## src/rtl/minute_counter_pkg.sv

```systemverilog
// Shared time-keeping constants and wrap helpers for the minute and hour counters.
package minute_counter_pkg;

  localparam int unsigned TIME_W       = 6;
  localparam int unsigned SEC_PER_MIN  = 60;
  localparam int unsigned MIN_PER_HOUR = 60;

  typedef logic [TIME_W-1:0] time_val_t;

  typedef enum logic [1:0] {
    ADJ_NONE = 2'd0,
    ADJ_INC  = 2'd1,
    ADJ_DEC  = 2'd2
  } adj_e;

  // Out-of-range inputs snap back into range rather than propagating.
  function automatic time_val_t wrap_inc(input time_val_t v, input time_val_t last);
    return (v >= last) ? '0 : time_val_t'(v + 1'b1);
  endfunction

  function automatic time_val_t wrap_dec(input time_val_t v, input time_val_t last);
    return ((v == '0) || (v > last)) ? last : time_val_t'(v - 1'b1);
  endfunction

endpackage

```

## src/rtl/minute_counter_if.sv

```systemverilog
// Control and status bundle between the minute counter and its driver.
interface minute_counter_if;
  import minute_counter_pkg::*;

  logic      sec_tick;
  logic      mode;
  logic      add;
  logic      deduct;
  logic      minute;
  time_val_t minute_val;
  time_val_t sec_val;

  modport master (
    output sec_tick, mode, add, deduct,
    input  minute, minute_val, sec_val
  );

  modport slave (
    input  sec_tick, mode, add, deduct,
    output minute, minute_val, sec_val
  );

endinterface

```

## src/rtl/minute_counter_btn_edge.sv

```systemverilog
// Active-low button synchronizer with falling-edge press detection.
module btn_edge (
  input  logic clk,
  input  logic rst,
  input  logic btn_n,
  output logic press
);

  logic sync1_q, sync1_d;
  logic sync2_q, sync2_d;
  logic hist_q,  hist_d;
  logic vld1_q,  vld1_d;
  logic vld2_q,  vld2_d;
  logic arm_q,   arm_d;

  // A button held through reset must be seen released (by a real sample) before it can press.
  always_comb begin
    sync1_d = btn_n;
    sync2_d = sync1_q;
    hist_d  = sync2_q;
    vld1_d  = 1'b1;
    vld2_d  = vld1_q;
    arm_d   = arm_q | (vld2_q & sync2_q);
    press   = arm_q & hist_q & ~sync2_q;
  end

  always_ff @(posedge clk or posedge rst) begin
    if (rst) begin
      sync1_q <= 1'b1;
      sync2_q <= 1'b1;
      hist_q  <= 1'b1;
      vld1_q  <= 1'b0;
      vld2_q  <= 1'b0;
      arm_q   <= 1'b0;
    end else begin
      sync1_q <= sync1_d;
      sync2_q <= sync2_d;
      hist_q  <= hist_d;
      vld1_q  <= vld1_d;
      vld2_q  <= vld2_d;
      arm_q   <= arm_d;
    end
  end

endmodule

```

## src/rtl/minute_counter.sv

```systemverilog
// Seconds/minutes counter with run mode rollover carry and set-mode manual adjust.
module minute_counter #(
  parameter int unsigned SEC_PER_MIN  = minute_counter_pkg::SEC_PER_MIN,
  parameter int unsigned MIN_PER_HOUR = minute_counter_pkg::MIN_PER_HOUR
) (
  input logic            clk,
  input logic            rst,
  minute_counter_if.slave bus
);
  import minute_counter_pkg::*;

  localparam time_val_t SEC_LAST = time_val_t'(SEC_PER_MIN - 1);
  localparam time_val_t MIN_LAST = time_val_t'(MIN_PER_HOUR - 1);

  logic      press_add;
  logic      press_ded;
  adj_e      adj;
  time_val_t sec_q, sec_d;
  time_val_t min_q, min_d;
  logic      minute_q, minute_d;

  btn_edge u_add_edge (
    .clk   (clk),
    .rst   (rst),
    .btn_n (bus.add),
    .press (press_add)
  );

  btn_edge u_ded_edge (
    .clk   (clk),
    .rst   (rst),
    .btn_n (bus.deduct),
    .press (press_ded)
  );

  // Simultaneous presses cancel; presses outside set mode are dropped.
  always_comb begin
    adj = ADJ_NONE;
    if (bus.mode) begin
      if (press_add && !press_ded) adj = ADJ_INC;
      else if (press_ded && !press_add) adj = ADJ_DEC;
    end
  end

  always_comb begin
    sec_d    = sec_q;
    min_d    = min_q;
    minute_d = 1'b0;
    if (!bus.mode) begin
      if (bus.sec_tick) begin
        if (sec_q >= SEC_LAST) begin
          sec_d    = '0;
          min_d    = wrap_inc(min_q, MIN_LAST);
          minute_d = (min_q >= MIN_LAST);
        end else begin
          sec_d = time_val_t'(sec_q + 1'b1);
        end
      end
    end else begin
      case (adj)
        ADJ_INC: begin
          min_d = wrap_inc(min_q, MIN_LAST);
          sec_d = '0;
        end
        ADJ_DEC: begin
          min_d = wrap_dec(min_q, MIN_LAST);
          sec_d = '0;
        end
        default: ;
      endcase
    end
  end

  always_ff @(posedge clk or posedge rst) begin
    if (rst) begin
      sec_q    <= '0;
      min_q    <= '0;
      minute_q <= 1'b0;
    end else begin
      sec_q    <= sec_d;
      min_q    <= min_d;
      minute_q <= minute_d;
    end
  end

  assign bus.sec_val    = sec_q;
  assign bus.minute_val = min_q;
  assign bus.minute     = minute_q;

endmodule

```

## src/flat_wrapper.sv

```systemverilog
// flat-port wrapper written by rule: the top's interface ports become plain ports
module minute_counter_flat import minute_counter_pkg::*;
#(
  parameter int unsigned SEC_PER_MIN  = minute_counter_pkg::SEC_PER_MIN,
  parameter int unsigned MIN_PER_HOUR = minute_counter_pkg::MIN_PER_HOUR
)
  (clk, rst, bus_sec_tick, bus_mode, bus_add, bus_deduct, bus_minute, bus_minute_val, bus_sec_val);
  minute_counter_if bus_i ();
  input logic clk;
  input logic rst;
  input wire logic [$bits(bus_i.sec_tick)-1:0] bus_sec_tick;
  input wire logic [$bits(bus_i.mode)-1:0] bus_mode;
  input wire logic [$bits(bus_i.add)-1:0] bus_add;
  input wire logic [$bits(bus_i.deduct)-1:0] bus_deduct;
  output wire logic [$bits(bus_i.minute)-1:0] bus_minute;
  output wire logic [$bits(bus_i.minute_val)-1:0] bus_minute_val;
  output wire logic [$bits(bus_i.sec_val)-1:0] bus_sec_val;
  assign bus_i.sec_tick = bus_sec_tick;
  assign bus_i.mode = bus_mode;
  assign bus_i.add = bus_add;
  assign bus_i.deduct = bus_deduct;
  assign bus_minute = bus_i.minute;
  assign bus_minute_val = bus_i.minute_val;
  assign bus_sec_val = bus_i.sec_val;
  minute_counter #(.SEC_PER_MIN(SEC_PER_MIN), .MIN_PER_HOUR(MIN_PER_HOUR)) u_core (.clk(clk), .rst(rst), .bus(bus_i));
endmodule
```

## config.mk

```make
export PLATFORM = sky130hd
export DESIGN_NAME = minute_counter_flat
export DESIGN_NICKNAME = d
export VERILOG_FILES = /design/src/rtl/minute_counter_pkg.sv /design/src/rtl/minute_counter_if.sv /design/src/rtl/minute_counter_btn_edge.sv /design/src/rtl/minute_counter.sv /design/src/flat_wrapper.sv
export SDC_FILE = /design/constraint.sdc
export NUM_CORES = 1
export LEC_CHECK = 0
export CORE_MARGIN = 2
export CORE_UTILIZATION = 55
export DETAILED_ROUTE_END_ITERATION = 10
export PLACE_DENSITY = 0.78
export RECOVER_POWER = 50
export SLEW_MARGIN = 15
export SYNTH_ARGS = -nofsm -noshare
export SYNTH_HDL_FRONTEND = slang
export SYNTH_SLANG_ARGS = --single-unit
```

## constraint.sdc

```tcl
create_clock -name clk -period 4.3 [get_ports clk]
set_input_delay 0.645 -clock clk [delete_from_list [all_inputs] [get_ports clk]]
set_output_delay 0.645 -clock clk [all_outputs]
set_load 0.01 [all_outputs]
```

==> results of run 1 <==
## layout by cell type, fill, tap and decap left out, drive strengths merged, types with 3 or more instances in the layout
cell and count:
a21o 3, a21oi 7, a31oi 6, and3 4, clkbuf 3, clkdlybuf4s50 15
dfrtp 17, dfstp 6, dlygate4sd3 3, ha 7, inv 9, nand2 12
nand3 9, nor2 7, nor3 5, o21a 3, o21ai 14
## how the worst max path moves through the flow
stage              from  cells past startpoint                        to  slack, ns
2_1_floorplan  bus_mode                      8  u_core.bus.minute_val[3]       2.24
3_3_place_gp   bus_mode                      9  u_core.bus.minute_val[3]       1.48
3_5_place_dp   bus_mode                      9  u_core.bus.minute_val[3]       1.36
4_1_cts        bus_mode                      9  u_core.bus.minute_val[3]       1.70
5_1_grt        bus_mode                      9  u_core.bus.minute_val[3]       1.39
6_report       bus_mode                      9  u_core.bus.minute_val[3]       1.66
## worst register-to-register path, cell delays in order (launching register included)
cell and delay [ns]:
dfstp_2 0.54, nand3b_1 0.09, nor3_1 0.25, ha_1 0.23, nand2_1 0.22, nand3_1 0.16
o21ai_0 0.10, a22o_1 0.20, a221o_1 0.28
## cells in the mapped netlist, types with 3 or more instances
cell	instances	share of area
dfrtp_1	17	0.34
nand2_1	12	0.036
o21ai_0	11	0.044
inv_1	9	0.027
nand3_1	8	0.032
ha_1	7	0.070
nor2_1	7	0.021
a21oi_1	6	0.024
a31oi_1	6	0.030
dfstp_2	6	0.13
nor3_1	5	0.020
and3_1	4	0.020
a21o_1	3	0.018
o21a_1	3	0.018
## power breakdown
group,leakage (nW),internal [W],switching (W)
Sequential,0.268,0.000255,0.0000867
Clock,0.0139,0.0000354,0.0000677
Combinational,0.331,0.000147,0.000140
## layout make-up
class	count	area share
multi-input cells	96	0.4181
clock inverters	1	0.005068
repair buffers	18	0.1216
inverters	9	0.02280
well taps	28	0.02365
clock buffers	3	0.01520
flip-flops and latches	23	0.3936
## metal layers
metal / share of wire / up-vias / wire [µm]
li1: - / 521 / -
met1: 0.45 / 515 / 1159
met2: 0.48 / 37 / 1217
met3: 0.054 / 8 / 138
met4: 0.018 / 0 / 46
met5: 0 / - / 0
## cell families (layout without fill, tap and decap cells)
| kind of cell | Yosys count | after routing |
|---|---|---|
| adder cells (fa/ha/maj) | 7 | 7 |
| AND/OR/NAND/NOR | 43 | 43 |
| other | 1 | 1 |
| buffers and inverters | 13 | 31 |
| flip-flops | 23 | 23 |
| AO/OA/AOI/OAI | 45 | 45 |
## per-stage QoR
step           utilization  hold WS [ns]  setup slack, ns  total power (W)
2_1_floorplan            -        0.3312            2.240        0.0005082
3_3_place_gp        0.6625        0.3339            1.475        0.0006174
3_5_place_dp        0.6625        0.3405            1.360        0.0006281
4_1_cts             0.6762        0.3716            1.697        0.0007341
5_1_grt             0.6762        0.3845            1.390        0.0007915
6_report            0.6762        0.3696            1.663        0.0007318
==> flow_summary_export.csv, run 1 <==
group,metric,value,unit
status,status,"complete, no violations",
placed_design,dp_hpwl,1.884,mm
cells_and_area,fin_area,1481,µm²
global_routing,gr-total-overflow,0,
global_routing,busiest_layer,"met2",
clock_network,clk_latency,0.31,ns
route,drtIter0Drc,43,
synth,ys_warn_count,0,
cells_and_area,fin_cells,178,
synth,synth_compound_gate_area_share,0.2445,
pwr,power_leakage,0.6133,nW
route,wl,2.562,mm
sta,setup_viol,0,
cells_and_area,drive_above_1_share,0.09333,
sta,timing.slew.headroom,0.4391,
critical_path,required,4.51,ns
cells_and_area,multi_input_area,619.3,µm²
global_routing,grt_first_pass_wirelength,4.595,mm
critical_path,end_kind,"register",
pwr,peakVddDrop,0.0004763,V
global_routing,antenna_found_initial,0,
global_routing,grt_max_degree,24,
global_routing,met3_usage,0.03736,
route,drc,0,
clock_network,post-cts-setup-buffer-count,0,
critical_path,slowest_stage,"clkdlybuf4s50_1",
clock_network,cts_buffers,3,
route,first_pass_iters,4,
sta,fin_skew,0.003531,ns
die,fp-row-count,17,
clock_network,clock-sinks,23,
clock_network,cts_hold_buffers,0,
synth,yosysUniqueCellTypes,36,
synth,ys_async_sr_fraction,1.000,
min_path,holdPathStages,0,
critical_path,r2r_cells,8,
route,via_count,1081,
critical_path,timing.rr.end,"u_core.bus.minute_val[3]",
synth,synth_top_family_by_area,"compound AO/OA/AOI/OAI gates",
clock_network,cts_root_buffer,"clkbuf_4",
sta,tns,0,ns
critical_path,cp_top_family,"buffers and inverters",
cells_and_area,antenna_cells,0,
global_routing,grt_util_met1,0.3139,
critical_path,cp.arrival,2.85,ns
route,post_drt_via_cell_ratio,6.073,
synth,ys_seq_elements,23,
sta,min_period,2.637,ns
die,die_x,51.75,µm
die,num_io_pins,19,
clock_network,clockBufferDepth,2,
die,start_util,0.5722,
synth,muxShareOfSynthArea,0,
critical_path,crit_path_cell_trace,"clkdlybuf4s50_1, inv_1, nor3_1, ha_1, nand2_1, nand3_1, o21ai_0, a22o_1, a221o_1",
cells_and_area,regArea,583.1,µm²
sta,period_share,0.6132,
critical_path,crit_buf_inv,2,
synth,synth-simple-area-share,0.1766,
critical_path,regToRegStartpoint,"u_core.u_ded_edge.hist_q",
synth,ys_seq_area_frac,0.4651,
route,post_drt_wl_per_cell,14.39,µm
critical_path,cp-start-kind,"input pin",
synth,synth_edf_count,0,
synth,synth_xor_area_frac,0,
synth,syn_inst,132,
synth,synthFlopType,"dfrtp_1",
min_path,hold_class,"reg -> reg",
cells_and_area,final_net_count,164,
synth,synth-adder-area-share,0.06986,
global_routing,grt_pass1_vias,1038,
min_path,worstHoldEndpoint,"u_core.u_add_edge.vld2_q",
die,core-area,2191,µm²
die,die_area,2678,µm²
critical_path,path_class,"in -> reg",
global_routing,use_met2,0.3761,
critical_path,critPathMaxStageDelay,0.58,ns
sta,rsz0062_at_grt,"false",
synth,synth_nets,145,
cells_and_area,num-fill-cells,179,
clock_network,cts_htree_levels,1,
flow_run,cap_violations,0,
critical_path,critPathMaxFanout,11,
sta,fmax,379.2,MHz
clock_network,cts_resized,0,
placed_design,io_buffer_count,18,
critical_path,ff2ff_setup_slack,2.12,ns
sta,hold_viol,0,
cells_and_area,syn_to_final_growth,18.16,%
synth,postSynthAreaPerCell,9.498,µm²
placed_design,post-place-cells,174,
pwr,power_density,494.0,nW/µm²
route,final_antenna_net_count,0,
sta,worst_slew_pin_slew,0.8405,ns
synth,syn_area,1254,µm²
die,die_y,51.75,µm
global_routing,track_usage,0.2287,
clock_network,clk_pin_slew,0.13,ns
min_path,hp-start,"u_core.u_add_edge.vld1_q",
sta,slew_viol_final,0,
placed_design,gp_congestion,0.9010,
placed_design,post_dp_cell_area,1451,µm²
clock_network,cts_tree,"yes",
Note: power is estimated with default switching activity, not from simulation.
==> run 2: changes to the inputs <==
- CORE_UTILIZATION: 55 -> 52
- PLACE_DENSITY: 0.78 -> 0.74
- clock period: 4.3 -> 2.55 ns (I/O delays scaled with it)
==> run 2 against run 1 <==
Against the previous run:
- via count decreased by 2.3%
- clock-buffer cell count unchanged
- worst hold slack worse by 0.0025 ns
- non-clock buffer count is 3 higher
- flip-flop and latch count did not move
- clock power grew 63%
- utilization decreased by 0.91 points
- sequential power increased by 66%
- wire length is 5.6% lower
- clock skew rose by 0.0051 ns
- highest routed layer unchanged
- critical path type is now reg -> reg
==> flow_summary_export.csv, run 2 (same netlist as run 1, synthesis figures left out) <==
group,metric,value,unit
status,status,"complete, no violations",
placed_design,dp_hpwl,1.792,mm
cells_and_area,final_net_count,167,
route,post_drt_via_cell_ratio,5.834,
die,die_y,53.10,µm
critical_path,slowest_stage,"dfstp_2",
global_routing,grt_pass1_vias,980,
placed_design,post-place-ws,0.09925,ns
cells_and_area,antenna_cells,0,
placed_design,gp_congestion,0.9331,
cells_and_area,syn_to_final_growth,19.96,%
sta,period_share,0.8419,
sta,min_period,2.147,ns
clock_network,cts_resized,0,
critical_path,cp.arrival,2.36,ns
clock_network,clockBufferDepth,2,
route,via_count,1056,
min_path,hold_class,"reg -> reg",
critical_path,cp-start-kind,"register",
sta,slew_viol_final,0,
sta,fmax,465.8,MHz
sta,timing.slew.headroom,0.4588,
route,post_drt_wl_per_cell,13.36,µm
global_routing,gr-total-overflow,0,
critical_path,crit_buf_inv,1,
clock_network,post-cts-setup-buffer-count,0,
die,num_io_pins,19,
global_routing,track_usage,0.2055,
global_routing,grt_max_degree,24,
sta,tns,0,ns
die,fp-row-count,17,
cells_and_area,mostFrequentLayoutCells,"dfrtp_1 (17), clkdlybuf4s50_1 (15), nand2_1 (12)",
sta,worst_slew_pin_slew,0.8109,ns
sta,setup_viol,0,
route,drc,0,
pwr,peakVddDrop,0.0005324,V
clock_network,cts_root_buffer,"clkbuf_4",
clock_network,clk_pin_slew,0.13,ns
critical_path,crit_path_frequent_cell,"nor3_1",
pwr,power_density,812.4,nW/µm²
die,core-area,2255,µm²
route,final_antenna_net_count,0,
placed_design,io_buffer_count,18,
cells_and_area,final_common_cell,"dfrtp_1",
critical_path,cp_top_family,"compound AO/OA/AOI/OAI gates",
pwr,power_leakage,0.6271,nW
global_routing,antenna_found_initial,0,
clock_network,cts_tree,"yes",
die,die_area,2820,µm²
route,drtIter0Drc,20,
sta,fin_skew,0.008666,ns
cells_and_area,multi_input_area,619.3,µm²
cells_and_area,num-fill-cells,199,
critical_path,required,2.76,ns
clock_network,cts_hold_buffers,0,
global_routing,grt_first_pass_wirelength,4.243,mm
critical_path,critPathMaxFanout,5,
clock_network,clk_latency,0.31,ns
critical_path,end_kind,"register",
flow_run,cap_violations,0,
clock_network,clock-sinks,23,
cells_and_area,post-route-util,0.6670,
cells_and_area,drive_above_1_share,0.1111,
cells_and_area,regArea,583.1,µm²
critical_path,path_class,"reg -> reg",
sta,worst_slack,0.4032,ns
sta,hold_viol,0,
clock_network,cts_buffers,3,
sta,rsz0062_at_grt,"false",
die,start_util,0.5560,
clock_network,cts_htree_levels,1,
critical_path,crit_path_cell_trace,"nand3b_1, nor3_1, inv_1, ha_1, o21ai_0, o21a_1, nor3_1, a221o_1",
critical_path,critPathMaxStageDelay,0.54,ns
route,first_pass_iters,4,
route,wl,2.419,mm
die,die_x,53.10,µm
run 2: power breakdown:
part	internal, W	total (W)	switching (W)	leakage (nW)
Clock	0.0000597	0.000168	0.000108	0.0139
Sequential	0.000430	0.000569	0.000140	0.268
Combinational	0.000250	0.000484	0.000235	0.345
Total	0.000739	0.00122	0.000482	0.627
run 2: stage by stage:
step | std cells | hold slack, ns | power, W | instance area (µm²)
floorplan | 132 | 0.3312 | 0.0008570 | 1254
global placement | 177 | 0.3315 | 0.001048 | 1474
detailed placement | 177 | 0.3442 | 0.001059 | 1474
CTS | 181 | 0.3653 | 0.001231 | 1504
global route | 181 | 0.3765 | 0.001326 | 1504
finish | 181 | 0.3672 | 0.001222 | 1504
run 2: area by class of cell:
type,count,area share
well taps,28,0.02329
clock buffers,3,0.01498
multi-input cells,96,0.4118
inverters,9,0.02246
repair buffers,21,0.1348
flip-flops and latches,23,0.3877
clock inverters,1,0.004992
run 2: per-layer routing:
| metal | wire length, µm | track usage | up-vias |
|---|---|---|---|
| met1 | 1124 | 0.2805 | 506 |
| met3 | 131 | 0.05367 | 2 |
| li1 | - | - | 520 |
| met4 | 19 | 0.06838 | 0 |
| met2 | 1144 | 0.3167 | 28 |
| met5 | 0 | 0 | - |
run 2: path summary, 6_finish.rpt:
| path | from | endpoint | slack (ns) | cells past startpoint |
|---|---|---|---|---|
| worst min register to register | u_core.u_add_edge.vld1_q | u_core.u_add_edge.vld2_q | 0.37 | 0 |
| worst min-delay path | u_core.u_add_edge.vld1_q | u_core.u_add_edge.vld2_q | 0.37 | 0 |
| worst max-delay path | u_core.u_ded_edge.hist_q | u_core.bus.minute_val[3] | 0.40 | 8 |
| min in group asynchronous | rst | u_core.bus.sec_val[5] | 0.65 | 2 |
| max in group asynchronous | rst | u_core.bus.sec_val[0] | 1.40 | 2 |
| worst max register to register | u_core.u_ded_edge.hist_q | u_core.bus.minute_val[3] | 0.40 | 8 |
==> run 3: changes to the inputs <==
- clock period: 2.55 -> 2 ns (I/O delays scaled with it)
==> run 3 against run 2 <==
Against the previous run:
- the flow now finishes with violations (negative setup slack)
- via count increased by 12%
- clock skew decreased by 0.0062 ns
- worst hold slack got worse by 0.065 ns
- final area increased by 10%
- fmax increased by 7.3%
- worst setup slack got worse by 0.40 ns
- critical endpoint is now u_core.bus.minute_val[4]
- largest cell class unchanged
==> flow_summary_export.csv, run 3 (same netlist as run 1, synthesis figures left out) <==
group,metric,value,unit
status,status,"finished, violations left",
status,violations,"negative setup slack",
sta,rsz0062_at_grt,"true",
critical_path,required,2.25,ns
critical_path,end_kind,"register",
cells_and_area,final_net_count,179,
route,drc,0,
global_routing,grt_max_degree,24,
global_routing,grt_first_pass_wirelength,4.692,mm
pwr,power_leakage,0.6947,nW
global_routing,track_usage,0.2240,
cells_and_area,post-route-util,0.7364,
cells_and_area,final_common_cell,"dfrtp_1",
sta,timing.slew.headroom,0.2057,
sta,setup_viol,1,
die,start_util,0.5560,
sta,tns,-0.0006468,ns
cells_and_area,regArea,583.1,µm²
cells_and_area,syn_to_final_growth,32.43,%
global_routing,antenna_found_initial,0,
sta,min_period,2.001,ns
sta,worst_slack,-0.0006468,ns
clock_network,cts_root_buffer,"clkbuf_4",
placed_design,post_dp_cell_area,1556,µm²
critical_path,r2r_cells,9,
placed_design,dp_hpwl,2.073,mm
critical_path,cp.arrival,2.26,ns
route,first_pass_iters,4,
flow_run,cap_violations,0,
route,post_drt_via_cell_ratio,6.109,
route,wl,3.094,mm
sta,hold_viol,0,
route,drtIter0Drc,59,
sta,slew_viol_final,0,
clock_network,clockBufferDepth,2,
clock_network,clk_latency,0.32,ns
min_path,hold_class,"in -> reg",
pwr,peakVddDrop,0.0007736,V
route,post_drt_wl_per_cell,16.03,µm
clock_network,cts_tree,"yes",
die,num_io_pins,19,
clock_network,cts_htree_levels,1,
cells_and_area,num-fill-cells,175,
die,core-area,2255,µm²
clock_network,clk_pin_slew,0.13,ns
critical_path,critPathMaxFanout,4,
clock_network,cts_hold_buffers,0,
route,final_antenna_net_count,0,
die,fp-row-count,17,
critical_path,path_class,"reg -> reg",
sta,fmax,499.8,MHz
placed_design,gp_congestion,0.8942,
clock_network,cts_buffers,3,
cells_and_area,drive_above_1_share,0.2606,
min_path,holdPathStages,2,
die,die_y,53.10,µm
global_routing,gr-total-overflow,0,
cells_and_area,multi_input_area,694.4,µm²
cells_and_area,antenna_cells,0,
clock_network,clock-sinks,23,
cells_and_area,mostFrequentLayoutCells,"dfrtp_1 (17), clkdlybuf4s50_1 (14), buf_4 (13)",
global_routing,grt_pass1_vias,1078,
sta,period_share,1.000,
critical_path,cp-start-kind,"register",
pwr,power_density,997.2,nW/µm²
die,die_x,53.10,µm
route,via_count,1179,
die,die_area,2820,µm²
sta,worst_slew_pin_slew,1.191,ns
cells_and_area,fin_area,1660,µm²
sta,hold_slack,0.3025,ns
clock_network,post-cts-setup-buffer-count,0,
placed_design,io_buffer_count,18,
sta,fin_skew,0.002502,ns
[run 3: area by class of cell]
class,count,share of cell area
Multi-Input combinational cell,97,0.4182
Sequential cell,23,0.3512
Timing Repair Buffer,32,0.1711
Tap cell,28,0.02110
Inverter,9,0.02035
Clock buffer,3,0.01356
Clock inverter,1,0.004521
[run 3: worst paths after layout]
kind	start	end	slack [ns]
min reg2reg	u_core.u_add_edge.sync1_q	u_core.u_add_edge.hist_d	0.37
min	bus_mode	u_core.bus.sec_val[3]	0.30
max	u_core.u_ded_edge.hist_q	u_core.bus.minute_val[4]	-0.0006
max in group asynchronous	rst	u_core.bus.minute_val[4]	0.53
max reg2reg	u_core.u_ded_edge.hist_q	u_core.bus.minute_val[4]	-0.0006
min in group asynchronous	rst	u_core.u_add_edge.vld1_q	0.78
[run 3: power by group]
part	switching, W	internal (W)
combinational	0.000353	0.000350
clock	0.000152	0.0000765
sequential	0.000175	0.000549
[run 3: per-stage QoR]
step	cells	setup slack [ns]	power (W)
final	193	-0.0006468	0.001656
after CTS	192	0.008517	0.001622
after detailed placement	188	-0.4592	0.001389
after floorplan	132	0.04498	0.001093
after global routing	193	-0.07615	0.001775
after global placement	188	-0.3887	0.001361
[run 3: critical path, stage by stage, from the launching register on]
cell and delay (ns):
dfstp_2 0.54, nand3b_1 0.15, nor3_4 0.22, ha_4 0.20, nand2_2 0.09, buf_4 0.15
a21oi_1 0.16, a31oi_1 0.09, a21o_1 0.19, a31oi_1 0.15
[run 3: metal layers]
| layer | part of all wire | GRT usage | vias up |
|---|---|---|---|
| li1 | - | - | 548 |
| met5 | 0 | 0 | - |
| met4 | 0.016 | 0.04274 | 0 |
| met1 | 0.40 | 0.2955 | 564 |
| met3 | 0.077 | 0.03390 | 9 |
| met2 | 0.50 | 0.3896 | 58 |
[run 3: repair_timing]
action / 4_1_cts / 5_1_grt
pin swaps: 0 / 5
cloned: 0 / 1
resized for setup: 5 / 15
setup endpoints to repair: 6 / 4
==> RTL change 1 (config.mk and constraints of run 3) <==
The package constant `TIME_W` goes from 6 to 12.
--- a/src/rtl/minute_counter_pkg.sv
+++ b/src/rtl/minute_counter_pkg.sv
@@ -1,7 +1,7 @@
 // Shared time-keeping constants and wrap helpers for the minute and hour counters.
 package minute_counter_pkg;
 
-  localparam int unsigned TIME_W       = 6;
+  localparam int unsigned TIME_W       = 12;
   localparam int unsigned SEC_PER_MIN  = 60;
   localparam int unsigned MIN_PER_HOUR = 60;
 
Interface: changed (resized bus_minute_val and bus_sec_val); port bits go from 19 to 31. No check against the original RTL was run, so the function may have changed too.
==> RTL change 1 against run 3 <==
- the flow still finishes with violations (negative setup slack)
- setup slack worse by 0.18 ns
- area after synthesis up 45%
- routed wire length up 51%
- final area up 54%
- power up 41%
- critical path depth down 1
- core utilization up 2.9 points
- sequential cell count up 12
- critical endpoint is now u_core.bus.minute_val[2]
- highest routed layer unchanged
==> RTL change 1: results (changes against run 3) <==
metric;value;unit;change
outcome;finished with violations;;
violations;negative setup slack;;
synthTopCellsByCount;dfrtp_1, nand2_1, inv_1;;
drt_wl_total;4.69;mm;+51%
pwr-share-comb;39.1;%;-3.3 points
drive_above_1_share;26.5;%;+0.41 points
regToRegSetupSlack;-0.18;ns;-0.18 ns
p_seq;0.000890;W;+23%
routed-via-count;1695;;+44%
p_leak;1.15;nW;+65%
dpl-instance-area;0.00241;mm2;+55%
place_worst_setup_slack;-0.228;ns;+0.232 ns
dp_cells;276;;+47%
syn-num-nets;190;;+31%
hold_depth;0;;-2
synthTopCellsByArea;dfrtp_1, dfstp_2, ha_1;;
dr_wl_met3;241;um;+1.7%
setup_viol;6;;+5
critPathMaxFanout;5;;+1
r2r-end;u_core.bus.minute_val[2];;
clk_latency;0.35;ns;+0.03 ns
grtUsageMet3;5.54;%;+2.1 points
cp_top_family;simple AND/OR/NAND/NOR gates;;
hold_ws;0.363;ns;+0.0607 ns
met1_usage;27.9;%;-1.6 points
hold_class;reg2reg;;
setup_slack;-0.181;ns;-0.181 ns
worstRegToRegCells;8;;-1
==> RTL change 1: cell families after synthesis <==
| family | share of synthesized area, % |
|---|---|
| xor gates and xnor gates | 1.93 |
| DFF | 48.6 |
| muxes | 0.619 |
| AOI/OAI and AO/OA | 21.0 |
| other | 0.206 |
| buffers and inverters | 3.78 |
| adders and majority gates | 4.13 |
| and+or+nand+nor | 19.7 |
==> RTL change 1: layout make-up <==
| cell class | instances | area [um2] |
|---|---|---|
| clock buffer | 5 | 37.5 |
| clock inverter | 3 | 47.5 |
| fill | 239 | 785 |
| inverter | 10 | 37.5 |
| multi-input combinational | 125 | 960 |
| sequential | 35 | 883 |
| tap | 46 | 57.6 |
| timing repair buffer | 60 | 529 |
==> RTL change 1: repair_timing <==
action                     CTS  global route
hold buffers                 0             0
setup endpoints to repair   10            15
pin swaps                    0             5
cloned                       0             0
gates resized for setup      6             8
==> RTL change 2 (settings of run 3) <==
Without the edit above. Make the reset (`rst`) synchronous in 2 clocked blocks.
--- a/src/rtl/minute_counter_btn_edge.sv
+++ b/src/rtl/minute_counter_btn_edge.sv
@@ -24,7 +24,7 @@
     press   = arm_q & hist_q & ~sync2_q;
   end
 
-  always_ff @(posedge clk or posedge rst) begin
+  always_ff @(posedge clk) begin
     if (rst) begin
       sync1_q <= 1'b1;
       sync2_q <= 1'b1;
--- a/src/rtl/minute_counter.sv
+++ b/src/rtl/minute_counter.sv
@@ -71,7 +71,7 @@
     end
   end
 
-  always_ff @(posedge clk or posedge rst) begin
+  always_ff @(posedge clk) begin
     if (rst) begin
       sec_q    <= '0;
       min_q    <= '0;
Function: differs if rst is asserted again (counterexample within 4 cycles, from zero or initial values and one cycle with rst high); with rst held inactive, the same outputs for 10 cycles.
==> RTL change 2 against run 3 <==
- final area fell by 9.5%
- first-iteration DRC count fell by 41%
- hold slack improved by 0.12 ns
- sequential share of layout area fell by 4.5 points
- register-to-register slack improved by 0.17 ns
- clock skew rose by 0.0058 ns
- critical path depth fell by 8
- routed wire length fell by 14%
- sequential cell count did not move
- setup slack improved by 0.13 ns
- area after synthesis barely moved
- critical path type is now reg2out
- highest routed layer unchanged
Power is not compared: it rests on default switching activity, and its combinational part moved more than twofold at a synthesized area within 25%.
==> RTL change 2: results (changes against run 3) <==
metric;value;unit;change
outcome;finished, final reports clean;;
avgSynthCellArea;8.88;um2;-6.5%
crit_slowest_cell;dfxtp_1;;
syn-num-nets;153;;+5.5%
final_cells;192;;-0.52%
wl_met1;1.20;mm;-3.5%
dr_wl_met3;100;um;-58%
track_usage;20.8;%;-1.6 points
grt_max_degree;14;;-42%
clock_skew;0.00835;ns;+0.00585 ns
wl_per_cell;13.9;um;-13%
routed-via-count;1105;;-6.3%
synthTopCellsByArea;dfxtp_1, ha_1, buf_6;;
route.met2.wl;1.34;mm;-14%
slew_headroom;68.1;%;+48 points
first_global_vias;961;;-11%
yosysUniqueCellTypes;45;;+25%
ys_async_sr_fraction;0;%;-100 points
critPathMaxFanout;12;;+8
drive_above_1_share;18.9;%;-7.2 points
ys_seq_area_share;36.8;%;-9.7 points
place_worst_setup_slack;-0.182;ns;+0.277 ns
cpPeakStageDelay;0.64;ns;+0.10 ns
cts_resized;0;;-5
initialDrtViolationCount;35;;-41%
dpl-instance-area;0.00147;mm2;-5.4%
cp_top_family;flip-flops;;
gp_congestion;0.881;;-1.5%
crit_arrival;1.57;ns;-0.69 ns
hpwl;1.98;mm;-4.7%
synthTopCellsByCount;dfxtp_1, nor2_1, nand2_1;;
hold_class;reg2reg;;
nets;177;;-1.1%
[RTL change 2: cell types whose count changed in the layout (fill, tap and decap cells not counted), moves of 5 or more]
| cell | change |
|---|---|
| buf_4 | -6 |
| dfrtp_1 | -17 |
| dfstp_2 | -6 |
| dfxtp_1 | +23 |
| o21ai_0 | -5 |
| or2_2 | +6 |
[RTL change 2: layout make-up]
class                   instances  area [um2]
clock buffers                   3        22.5
clock inverters                 1        5.00
fillers                       202         752
inverters                       7        26.3
multi-input cells             103         713
flip-flops and latches         23         460
well taps                      28        35.0
repair buffers                 27         240
[RTL change 2: metal layers]
layer | vias to the layer above | GRT usage, %
li1 | 561 | -
met1 | 515 | 26.0
met2 | 27 | 36.9
met3 | 2 | 2.54
met4 | 0 | 6.41
met5 | - | 0
[RTL change 2: worst paths after layout]
path              depth (start not counted)                       from  slack (ns)                  endpoint
hold reg to reg                           1  u_core.u_ded_edge.sync1_q        0.42  u_core.u_ded_edge.hist_d
hold / removal                            1  u_core.u_ded_edge.sync1_q        0.42  u_core.u_ded_edge.hist_d
setup reg to reg                          8   u_core.u_ded_edge.hist_d        0.17  u_core.bus.minute_val[2]
setup / recovery                          1   u_core.bus.minute_val[2]        0.13         bus_minute_val[2]
[RTL change 2: stage by stage]
step	hold WS, ns	total power (W)
final	0.422	0.000768
after global routing	0.446	0.000811
after CTS	0.425	0.000775
after detailed placement	0.394	0.000566
after global placement	0.391	0.000565
after floorplan	0.389	0.000536
[RTL change 2: kinds of logic after synthesis]
logic type / after synthesis / share of synthesized area, %
buf+inv: 15 / 7.09
fa+ha+maj: 6 / 5.99
flops: 23 / 36.8
simple gates: 57 / 26.7
xor+xnor: 1 / 0.699
compound gates: 39 / 22.8
